**src/rtl/mem_port_arbiter_pkg.sv**
```systemverilog
// Shared types for the memory port arbiter: FSM states, grant ids and the
// counter-width helper.
package mem_port_arbiter_pkg;

    typedef enum logic [1:0] {
        IDLE   = 2'd0,
        ACCESS = 2'd1,
        DONE   = 2'd2
    } arb_state_t;

    typedef enum logic {
        GNT_FETCH = 1'b0,
        GNT_DATA  = 1'b1
    } grant_t;

    // Width of the access countdown; never narrower than one bit so a
    // single-cycle memory still has a legal counter.
    function automatic int cnt_width(input int latency);
        return (latency > 1) ? $clog2(latency) : 1;
    endfunction

endpackage

```
**src/rtl/mem_port_arbiter_if.sv**
```systemverilog
// Bundle of the requester, memory and status signals around the arbiter.
//
// Handshake: each requester raises req with address/data and holds all of
// them stable until its ready pulses for one cycle; ready doubles as the
// rdata-valid strobe. The requester may drop or change req in the cycle after
// ready. There is no backpressure on ready.
interface mem_port_arbiter_if #(
    parameter int ADDR_W = 32,
    parameter int DATA_W = 32
);
    import mem_port_arbiter_pkg::*;

    logic              halt;
    logic              if_req;
    logic [ADDR_W-1:0] if_addr;
    logic              if_ready;
    logic [DATA_W-1:0] if_rdata;
    logic              d_req;
    logic              d_we;
    logic [ADDR_W-1:0] d_addr;
    logic [DATA_W-1:0] d_wdata;
    logic              d_ready;
    logic [DATA_W-1:0] d_rdata;
    logic              mem_en;
    logic              mem_we;
    logic [ADDR_W-1:0] mem_addr;
    logic [DATA_W-1:0] mem_wdata;
    logic [DATA_W-1:0] mem_rdata;
    logic              busy;
    arb_state_t        state;      // debug view of the arbiter FSM

    modport slave (
        input  halt, if_req, if_addr, d_req, d_we, d_addr, d_wdata, mem_rdata,
        output if_ready, if_rdata, d_ready, d_rdata,
               mem_en, mem_we, mem_addr, mem_wdata, busy, state
    );

    modport master (
        output halt, if_req, if_addr, d_req, d_we, d_addr, d_wdata, mem_rdata,
        input  if_ready, if_rdata, d_ready, d_rdata,
               mem_en, mem_we, mem_addr, mem_wdata, busy, state
    );

endinterface

```
**src/rtl/mem_port_arbiter_rr_arbiter2.sv**
```systemverilog
// Two-way round-robin pick. Purely combinational; the last_grant history
// flop lives in the parent so it only moves on an actual grant.
module rr_arbiter2
    import mem_port_arbiter_pkg::*;
(
    input  logic [1:0] req,         // bit 0 = fetch, bit 1 = data
    input  grant_t     last_grant,
    output grant_t     grant,
    output logic       valid
);

    // A lone requester wins; on a tie the one not served last wins.
    always_comb begin
        valid = |req;
        grant = GNT_FETCH;
        case (req)
            2'b01:   grant = GNT_FETCH;
            2'b10:   grant = GNT_DATA;
            2'b11:   grant = (last_grant == GNT_FETCH) ? GNT_DATA : GNT_FETCH;
            default: grant = GNT_FETCH;
        endcase
    end

endmodule

```
**src/rtl/mem_port_arbiter.sv**
```systemverilog
// Shares the single-ported main memory between instruction fetch and the
// load/store stage. One access at a time: IDLE grants, ACCESS drives the
// memory for MEM_LATENCY cycles, DONE pulses the winner's ready.
module mem_port_arbiter
    import mem_port_arbiter_pkg::*;
#(
    parameter int ADDR_W      = 32,
    parameter int DATA_W      = 32,
    parameter int MEM_LATENCY = 4
) (
    input logic                clk,
    input logic                rst,
    mem_port_arbiter_if.slave  bus
);

    localparam int             CNT_W    = cnt_width(MEM_LATENCY);
    localparam logic [CNT_W-1:0] CNT_LOAD = CNT_W'(MEM_LATENCY - 1);

    arb_state_t        state_q;
    arb_state_t        state_d;
    logic [CNT_W-1:0]  cnt_q;
    grant_t            last_grant_q;
    grant_t            gnt_q;
    logic              we_q;
    logic [ADDR_W-1:0] addr_q;
    logic [DATA_W-1:0] wdata_q;
    logic [DATA_W-1:0] if_rdata_q;
    logic [DATA_W-1:0] d_rdata_q;

    grant_t            arb_grant;
    logic              arb_valid;
    logic              grant_fire;
    logic              last_beat;

    rr_arbiter2 u_rr (
        .req        ({bus.d_req, bus.if_req}),
        .last_grant (last_grant_q),
        .grant      (arb_grant),
        .valid      (arb_valid)
    );

    // Final ACCESS cycle: memory read data is valid now.
    assign last_beat = (state_q == ACCESS) && (cnt_q == '0);

    // Next-state decode; requests are only looked at in IDLE, so DONE
    // cannot re-serve a requester that is still holding req high.
    always_comb begin
        state_d    = state_q;
        grant_fire = 1'b0;
        case (state_q)
            IDLE: begin
                if (!bus.halt && arb_valid) begin
                    state_d    = ACCESS;
                    grant_fire = 1'b1;
                end
            end
            ACCESS: begin
                if (cnt_q == '0) begin
                    state_d = DONE;
                end
            end
            DONE:    state_d = IDLE;
            default: state_d = IDLE;
        endcase
    end

    // State register.
    always_ff @(posedge clk) begin
        if (rst) begin
            state_q <= IDLE;
        end else begin
            state_q <= state_d;
        end
    end

    // Latch the winner's request on grant and count the access down.
    always_ff @(posedge clk) begin
        if (rst) begin
            cnt_q        <= '0;
            last_grant_q <= GNT_FETCH;
            gnt_q        <= GNT_FETCH;
            we_q         <= 1'b0;
            addr_q       <= '0;
            wdata_q      <= '0;
        end else if (grant_fire) begin
            gnt_q        <= arb_grant;
            last_grant_q <= arb_grant;
            cnt_q        <= CNT_LOAD;
            if (arb_grant == GNT_DATA) begin
                we_q    <= bus.d_we;
                addr_q  <= bus.d_addr;
                wdata_q <= bus.d_wdata;
            end else begin
                we_q    <= 1'b0;
                addr_q  <= bus.if_addr;
                wdata_q <= '0;
            end
        end else if ((state_q == ACCESS) && (cnt_q != '0)) begin
            cnt_q <= cnt_q - 1'b1;
        end
    end

    // Capture read data into the granted requester's register; stores leave
    // both untouched.
    always_ff @(posedge clk) begin
        if (rst) begin
            if_rdata_q <= '0;
            d_rdata_q  <= '0;
        end else if (last_beat && !we_q) begin
            if (gnt_q == GNT_FETCH) begin
                if_rdata_q <= bus.mem_rdata;
            end else begin
                d_rdata_q <= bus.mem_rdata;
            end
        end
    end

    // Outputs decode from state and registers only.
    assign bus.mem_en    = (state_q == ACCESS);
    assign bus.mem_we    = (state_q == ACCESS) && we_q;
    assign bus.mem_addr  = addr_q;
    assign bus.mem_wdata = wdata_q;
    assign bus.if_ready  = (state_q == DONE) && (gnt_q == GNT_FETCH);
    assign bus.d_ready   = (state_q == DONE) && (gnt_q == GNT_DATA);
    assign bus.if_rdata  = if_rdata_q;
    assign bus.d_rdata   = d_rdata_q;
    assign bus.busy      = (state_q != IDLE);
    assign bus.state     = state_q;

endmodule
```
**src/flat_wrapper.sv**
```systemverilog
// flat-port wrapper written by rule: the top's interface ports become plain ports
module mem_port_arbiter_flat import mem_port_arbiter_pkg::*;
#(
    parameter int ADDR_W      = 32,
    parameter int DATA_W      = 32,
    parameter int MEM_LATENCY = 4
)
  (clk, rst, bus_halt, bus_if_req, bus_if_addr, bus_d_req, bus_d_we, bus_d_addr, bus_d_wdata, bus_mem_rdata, bus_if_ready, bus_if_rdata, bus_d_ready, bus_d_rdata, bus_mem_en, bus_mem_we, bus_mem_addr, bus_mem_wdata, bus_busy, bus_state);
  mem_port_arbiter_if #(.ADDR_W(ADDR_W), .DATA_W(DATA_W)) bus_i ();
  input logic clk;
  input logic rst;
  input wire logic [$bits(bus_i.halt)-1:0] bus_halt;
  input wire logic [$bits(bus_i.if_req)-1:0] bus_if_req;
  input wire logic [$bits(bus_i.if_addr)-1:0] bus_if_addr;
  input wire logic [$bits(bus_i.d_req)-1:0] bus_d_req;
  input wire logic [$bits(bus_i.d_we)-1:0] bus_d_we;
  input wire logic [$bits(bus_i.d_addr)-1:0] bus_d_addr;
  input wire logic [$bits(bus_i.d_wdata)-1:0] bus_d_wdata;
  input wire logic [$bits(bus_i.mem_rdata)-1:0] bus_mem_rdata;
  output wire logic [$bits(bus_i.if_ready)-1:0] bus_if_ready;
  output wire logic [$bits(bus_i.if_rdata)-1:0] bus_if_rdata;
  output wire logic [$bits(bus_i.d_ready)-1:0] bus_d_ready;
  output wire logic [$bits(bus_i.d_rdata)-1:0] bus_d_rdata;
  output wire logic [$bits(bus_i.mem_en)-1:0] bus_mem_en;
  output wire logic [$bits(bus_i.mem_we)-1:0] bus_mem_we;
  output wire logic [$bits(bus_i.mem_addr)-1:0] bus_mem_addr;
  output wire logic [$bits(bus_i.mem_wdata)-1:0] bus_mem_wdata;
  output wire logic [$bits(bus_i.busy)-1:0] bus_busy;
  output wire logic [$bits(bus_i.state)-1:0] bus_state;
  assign bus_i.halt = bus_halt;
  assign bus_i.if_req = bus_if_req;
  assign bus_i.if_addr = bus_if_addr;
  assign bus_i.d_req = bus_d_req;
  assign bus_i.d_we = bus_d_we;
  assign bus_i.d_addr = bus_d_addr;
  assign bus_i.d_wdata = bus_d_wdata;
  assign bus_i.mem_rdata = bus_mem_rdata;
  assign bus_if_ready = bus_i.if_ready;
  assign bus_if_rdata = bus_i.if_rdata;
  assign bus_d_ready = bus_i.d_ready;
  assign bus_d_rdata = bus_i.d_rdata;
  assign bus_mem_en = bus_i.mem_en;
  assign bus_mem_we = bus_i.mem_we;
  assign bus_mem_addr = bus_i.mem_addr;
  assign bus_mem_wdata = bus_i.mem_wdata;
  assign bus_busy = bus_i.busy;
  assign bus_state = bus_i.state;
  mem_port_arbiter #(.ADDR_W(ADDR_W), .DATA_W(DATA_W), .MEM_LATENCY(MEM_LATENCY)) u_core (.clk(clk), .rst(rst), .bus(bus_i));
endmodule
```
**config.mk**
```make
export PLATFORM = sky130hd
export DESIGN_NAME = mem_port_arbiter_flat
export DESIGN_NICKNAME = d
export VERILOG_FILES = /design/src/rtl/mem_port_arbiter_pkg.sv /design/src/rtl/mem_port_arbiter_if.sv /design/src/rtl/mem_port_arbiter_rr_arbiter2.sv /design/src/rtl/mem_port_arbiter.sv /design/src/flat_wrapper.sv
export SDC_FILE = /design/constraint.sdc
export NUM_CORES = 1
export LEC_CHECK = 0
export BUFFER_PORTS_ARGS = -buffer_cell sky130_fd_sc_hd__buf_2
export CAP_MARGIN = 25
export CORE_UTILIZATION = 45
export CTS_BUF_LIST = sky130_fd_sc_hd__clkbuf_4
export DETAILED_ROUTE_END_ITERATION = 8
export PLACE_DENSITY = 0.78
export SLEW_MARGIN = 10
export SYNTH_ARGS = -nofsm -noshare
export SYNTH_HDL_FRONTEND = slang
export SYNTH_SLANG_ARGS = --single-unit
```
**constraint.sdc**
```tcl
create_clock -name clk -period 4.6 [get_ports clk]
set_input_delay 0.46 -clock clk [delete_from_list [all_inputs] [get_ports clk]]
set_output_delay 0.46 -clock clk [all_outputs]
set_load 0.005 [all_outputs]
```
==> run_results.csv, run 1 <==
group,metric,value,unit
worst_setup_path,reg2reg_depth,4,
clock_network,htreeDepth,4,
worst_setup_path,rrSetupSlack,2610,ps
floorplan,ioPinCount,269,
floorplan,dieArea,0.0129,sq mm
worst_setup_path,worstSetupStartpointType,"flop",
sta,finClkSkew,12.9,ps
min_path,hold_depth,3,
synth,synthFlopType,"dfxtp_1",
detailed_routing,routed_wl,16.6,mm
final_layout,fin_cells,1062,
clock_network,cts_resized,0,
final_layout,post-route-util,0.599,
synth,yosys-top-cells-count,"dfxtp_1, a21oi_1, o21ai_0",
worst_setup_path,required,4140,ps
synth,ys_seq_elements,134,
clock_network,postCtsHoldBufs,0,
sta,tightest_slew,938,ps
clock_network,cts_buffer_depth,2,
sta,min_period,2800,ps
worst_setup_path,timing.rr.start,"u_core.bus.state[1]",
worst_setup_path,rr_endpoint,"u_core.bus.mem_addr[10]",
synth,synth_top_area_share,0.480,
detailed_routing,drt_iter0_drc,534,
synth,syn_inst,670,
grt,antenna_found_initial,1,
grt,track_usage,0.253,
synth,synth_fp_nets,805,
min_path,hp-class,"input pin to flop",
detailed_routing,dr_wl_met2,8.10,mm
clock_network,clkLatencyLatePin,540,ps
synth,netlist_top_cells_area,"dfxtp_1, a21oi_1, o21ai_0, nand3_1, nor4b_1",
clock_network,path_clk_slew,110,ps
power_and_ir_drop,p_total,0.00261,W
grt,overflow,0,
floorplan,core_area,0.0121,sq mm
synth,synth-edff-count,0,
synth,synth_area,0.00559,sq mm
run_status,status,"finished, final reports clean",
synth,postSynthAreaPerCell,8.35,sq um
sta,max_clock_freq,0.357,GHz
power_and_ir_drop,leakagePower,3.02,nW
synth,yosysWarnings,0,
synth,synth_cell_types,32,
grt,grt_max_degree,99,
grt,grt_pass1_vias,5389,
worst_setup_path,worst_setup_path_end_kind,"primary output",
sta,rsz0062_at_grt,"no",
floorplan,rows,40,
final_layout,final_nets,1016,
detailed_routing,drtAntennaViolNets,0,
sta,setup_viol,0,
power_and_ir_drop,p_per_area,362,mW/mm^2
placed_design,hpwl,10.5,mm
detailed_routing,vias,5975,
worst_setup_path,worstPathMaxFanout,66,
final_layout,fillCellCount,1145,
detailed_routing,avgRoutedWirePerCell,15.7,um
power_and_ir_drop,ir_drop,0.000199,V
detailed_routing,drt_pre_antenna_iters,5,
detailed_routing,viasPerCell,5.63,
sta,slew-limit-headroom,0.375,
worst_setup_path,crit_type,"flop to primary output",
min_path,min-delay-start,"bus_mem_rdata[9]",
sta,period_share,0.609,
detailed_routing,route.met3.wl,1.25,mm
floorplan,die_h,113,um
floorplan,start_util,0.464,
clock_network,cts_tree,"yes",
synth,synth_largest_area_cell,"dfxtp_1",
final_layout,area_growth,29.1,%
placed_design,gp_congestion,0.786,
placed_design,pre_cts_ws,2390,ps
final_layout,drive_above_1_share,0.356,
clock_network,cts_setup_buffers,0,
sta,drv_slew,0,
synth,synthArstFlopShare,0,
sta,timing.final.ws_setup,1800,ps
clock_network,cts-root-buf,"clkbuf_4",
floorplan,die_w,113,um
detailed_routing,drc_errors,0,
clock_network,cts_buffers,17,
grt,grt_first_pass_wirelength,26.4,mm
sta,finalHoldViolCount,0,
worst_setup_path,arrival,2340,ps
detailed_routing,highest_layer,"met4",
synth,yosysMostFrequentCell,"dfxtp_1",
min_path,hold_end,"u_core.bus.if_rdata[9]",
placed_design,numPortBuffers,268,
synth,yosysSeqAreaShare,0.480,
sta,setup_tns,0,ps
detailed_routing,wl_met1,7.01,mm
clock_network,clock_sinks,134,
placed_design,placed_cells,1030,
run,drv_cap,0,
==> registers in the layout (all words and copies together) (netlist names) <==
name,count
u_core.bus.d_rdata,32
u_core.bus.if_rdata,32
u_core.bus.mem_addr,32
u_core.bus.mem_wdata,32
u_core.bus.state,2
u_core.cnt_q,2
u_core.last_grant_q,1
u_core.we_q,1
==> worst max path at each step <==
stage	start	slack (ps)	cells past startpoint	endpoint
final	u_core.last_grant_q	1800	5	bus_d_ready
after global routing	u_core.last_grant_q	1540	5	bus_d_ready
after CTS	u_core.last_grant_q	1760	5	bus_d_ready
after global placement	bus_if_req	2290	4	u_core.bus.mem_wdata[10]
after detailed placement	u_core.last_grant_q	2390	5	bus_d_ready
after floorplan	u_core.last_grant_q	3030	5	bus_d_ready
==> kinds of logic after synthesis <==
group | after synthesis | share of synthesized area
muxes | 1 | 0.00201
DFF | 134 | 0.480
xor gates and xnor gates | 1 | 0.00157
buffers and inverters | 90 | 0.0743
adders and majority gates | 1 | 0.00224
and+or+nand+nor | 211 | 0.232
AOI/OAI and AO/OA | 232 | 0.208
==> cells in the final DEF, fill, tap and decap left out, drive strengths merged, types with 8 or more instances in the layout <==
cell    count
clkbuf     18
nor4       32
nand4      33
buf       279
nor4b      32
dfxtp     134
a21oi     133
clkinv      8
nor3       33
o21ai      98
nand3      65
==> critical path, cell delays in order (launching register included) <==
cell and delay [ps]:
dfxtp_2 380, buf_4 520, clkinv_1 140, buf_4 330
nor3b_1 250, buf_2 140
==> per-stage QoR <==
step	instance area (sq um)	hold WS, ps
floorplan	5590	466
global placement	6830	458
detailed placement	6870	463
CTS	7220	114
global route	7220	126
finish	7220	172
==> layer usage <==
metal	track usage	up-vias
met5	0	-
met4	0.0895	0
met3	0.0776	23
met2	0.412	233
met1	0.318	2813
li1	-	2906
==> final cells by class <==
type	instances	area [sq um]	share of cell area
Tap cell	168	210	0.0291
Antenna cell	1	2.50	0.000347
Inverter	3	11.3	0.00156
Clock inverter	13	210	0.0291
Timing Repair Buffer	279	1450	0.201
Multi-Input combinational cell	446	2510	0.348
Sequential cell	134	2680	0.372
Clock buffer	18	135	0.0187
==> power breakdown <==
group	total, W	leakage, nW	switching (W)	internal, W
Combinational	0.000406	1.74	0.000246	0.000161
Sequential	0.00125	1.09	0.0000315	0.00122
Clock	0.000950	0.186	0.000416	0.000534
Power figures use the tool's default switching activity.
==> run 2: changes to the inputs <==
--- a/config.mk
+++ b/config.mk
@@ -7,7 +7,7 @@
 export LEC_CHECK = 0
 export BUFFER_PORTS_ARGS = -buffer_cell sky130_fd_sc_hd__buf_2
 export CAP_MARGIN = 25
-export CORE_UTILIZATION = 45
+export CORE_UTILIZATION = 43
 export CTS_BUF_LIST = sky130_fd_sc_hd__clkbuf_4
 export DETAILED_ROUTE_END_ITERATION = 8
 export PLACE_DENSITY = 0.78
==> constraint.sdc (replaced) <==
create_clock -name clk -period 2.3 [get_ports clk]
set_input_delay 0.23 -clock clk [delete_from_list [all_inputs] [get_ports clk]]
set_output_delay 0.23 -clock clk [all_outputs]
set_load 0.005 [all_outputs]
==> run_results.csv, run 2 (same netlist as run 1, synthesis figures left out) <==
group,metric,value,unit
run_status,status,"finished, final reports clean",
sta,rsz0062_at_grt,"no",
detailed_routing,dr_wl_met2,9.26,mm
final_layout,area_growth,45.3,%
grt,track_usage,0.280,
worst_setup_path,reg2reg_depth,4,
worst_setup_path,arrival,2280,ps
clock_network,postCtsHoldBufs,95,
floorplan,die_h,116,um
sta,period_share,0.802,
worst_setup_path,path_buf_inv,1,
detailed_routing,drt_iter0_drc,829,
sta,setup_viol,0,
worst_setup_path,worstSetupStartpointType,"flop",
detailed_routing,highest_layer,"met4",
clock_network,htreeDepth,4,
final_layout,layout_common_cells,"buf_2, a21oi_1, dfxtp_1, dlygate4sd3_1, o21ai_0",
worst_setup_path,critPathMaxStageDelay,530,ps
sta,slew-limit-headroom,0.593,
final_layout,fin_cells,1166,
grt,overflow,0,
power_and_ir_drop,p_int,0.00345,W
sta,drv_slew,0,
detailed_routing,wl_met1,7.63,mm
clock_network,cts_buffers,17,
clock_network,clock_sinks,134,
worst_setup_path,crit_type,"flop to flop",
clock_network,path_clk_slew,130,ps
floorplan,rows,41,
detailed_routing,viasPerCell,5.67,
grt,grt_pass1_vias,6092,
placed_design,gp_congestion,0.785,
power_and_ir_drop,p_switching,0.00146,W
placed_design,hpwl,10.5,mm
placed_design,placed_cells,1038,
worst_setup_path,timing.rr.start,"u_core.bus.state[1]",
grt,antenna_found_initial,1,
clock_network,cts_tree,"yes",
power_and_ir_drop,swShare,0.297,
power_and_ir_drop,seqPwrFrac,0.512,
worst_setup_path,worst_setup_path_end_kind,"flop",
sta,setup_tns,0,ps
placed_design,numPortBuffers,268,
clock_network,cts_buffer_depth,2,
floorplan,start_util,0.441,
worst_setup_path,required,2740,ps
sta,tightest_slew,611,ps
floorplan,core_area,0.0127,sq mm
detailed_routing,avgRoutedWirePerCell,16.4,um
final_layout,final_nets,1115,
power_and_ir_drop,comb_power_share,0.199,
sta,min_period,1840,ps
floorplan,dieArea,0.0135,sq mm
sta,finalHoldViolCount,0,
detailed_routing,vias,6612,
final_layout,post-route-util,0.641,
clock_network,clkLatencyLatePin,560,ps
grt,grt_first_pass_wirelength,29.7,mm
final_layout,drive_above_1_share,0.326,
worst_setup_path,critPathTopFamily,"simple AND/OR/NAND/NOR gates",
worst_setup_path,rr_endpoint,"u_core.bus.mem_addr[11]",
sta,max_clock_freq,0.542,GHz
detailed_routing,drtAntennaViolNets,0,
clock_network,cts_resized,0,
detailed_routing,route.met3.wl,1.58,mm
power_and_ir_drop,p_per_area,605,mW/mm^2
min_path,hp-class,"input pin to flop",
clock_network,cts-root-buf,"clkbuf_4",
worst_setup_path,rrSetupSlack,460,ps
clock_network,cts_setup_buffers,0,
run,drv_cap,0,
min_path,min-delay-start,"bus_d_addr[20]",
detailed_routing,drc_errors,0,
worst_setup_path,worstPathMaxFanout,98,
power_and_ir_drop,power_frac_clock,0.289,
floorplan,ioPinCount,269,
worst_setup_path,worstPathCellList,"or3_2, buf_12, nor4b_1, nor4_1",
final_layout,final_common_cell,"buf_2",
detailed_routing,routed_wl,19.2,mm
power_and_ir_drop,ir_drop,0.000427,V
power_and_ir_drop,leakagePower,3.39,nW
min_path,hold_end,"u_core.bus.mem_addr[20]",
detailed_routing,drt_pre_antenna_iters,7,
floorplan,die_w,116,um
worst_setup_path,cp_slowest_cell,"or3_2",
min_path,hold_depth,3,
sta,finClkSkew,27.0,ps
grt,grt_max_degree,99,
==> run 2: cell count changes in the layout (fill, tap and decap cells not counted), sizes merged <==
cell	delta
clkinv	+1
bufinv	-5
buf	+4
clkinvlp	+2
clkbuf	+3
dlygate4sd3	+95
==> run 2: stage by stage <==
step / setup WS [ps] / power, W / instance area [sq um] / hold slack [ps]
2_1_floorplan: 824 / 0.00304 / 5590 / 378
3_3_place_gp: 636 / 0.00338 / 6930 / 455
3_5_place_dp: 571 / 0.00339 / 6930 / 461
4_1_cts: 433 / 0.00491 / 8120 / 1.29
5_1_grt: 335 / 0.00516 / 8130 / 6.71
6_report: 456 / 0.00491 / 8130 / 22.0
==> run 2: worst max-delay path by stage <==
| stage | from | to | slack, ps | cells after the start |
|---|---|---|---|---|
| floorplan | u_core.bus.state[1] | u_core.bus.mem_addr[25] | 820 | 6 |
| global placement | u_core.bus.state[1] | u_core.bus.mem_addr[29] | 640 | 4 |
| detailed placement | u_core.bus.state[1] | u_core.bus.mem_addr[8] | 570 | 4 |
| CTS | u_core.last_grant_q | bus_d_ready | 430 | 3 |
| global route | u_core.last_grant_q | bus_d_ready | 340 | 3 |
| finish | u_core.bus.state[1] | u_core.bus.mem_addr[11] | 460 | 4 |
==> run 2: area by class of cell <==
type,count,area [sq um]
fill,1071,4540
clock inverter,11,85.1
clock buffer,21,158
timing repair buffer,378,2460
antenna,1,2.50
multi-input combinational,446,2510
tap,172,215
sequential,134,2680
inverter,3,11.3
==> run 2: layer usage <==
metal	vias up	global-route usage
li1	3105	-
met1	3084	0.331
met2	351	0.456
met3	72	0.0858
met4	0	0.147
met5	-	0
==> run 2: power by group through the flow <==
| stage | Clock (W) | Sequential, W | Combinational (W) |
|---|---|---|---|
| 2_1_floorplan | 0 | 0.00257 | 0.000476 |
| 3_3_place_gp | 0 | 0.00256 | 0.000824 |
| 3_5_place_dp | 0 | 0.00256 | 0.000826 |
| 4_1_cts | 0.00145 | 0.00251 | 0.000953 |
| 5_1_grt | 0.00156 | 0.00253 | 0.00106 |
| 6_report | 0.00142 | 0.00251 | 0.000978 |
==> run 2: worst min-delay path: cells and delay by family <==
kind,cells,cell delay (ps)
AND/OR/NAND/NOR,2,210
buffers and inverters,1,80
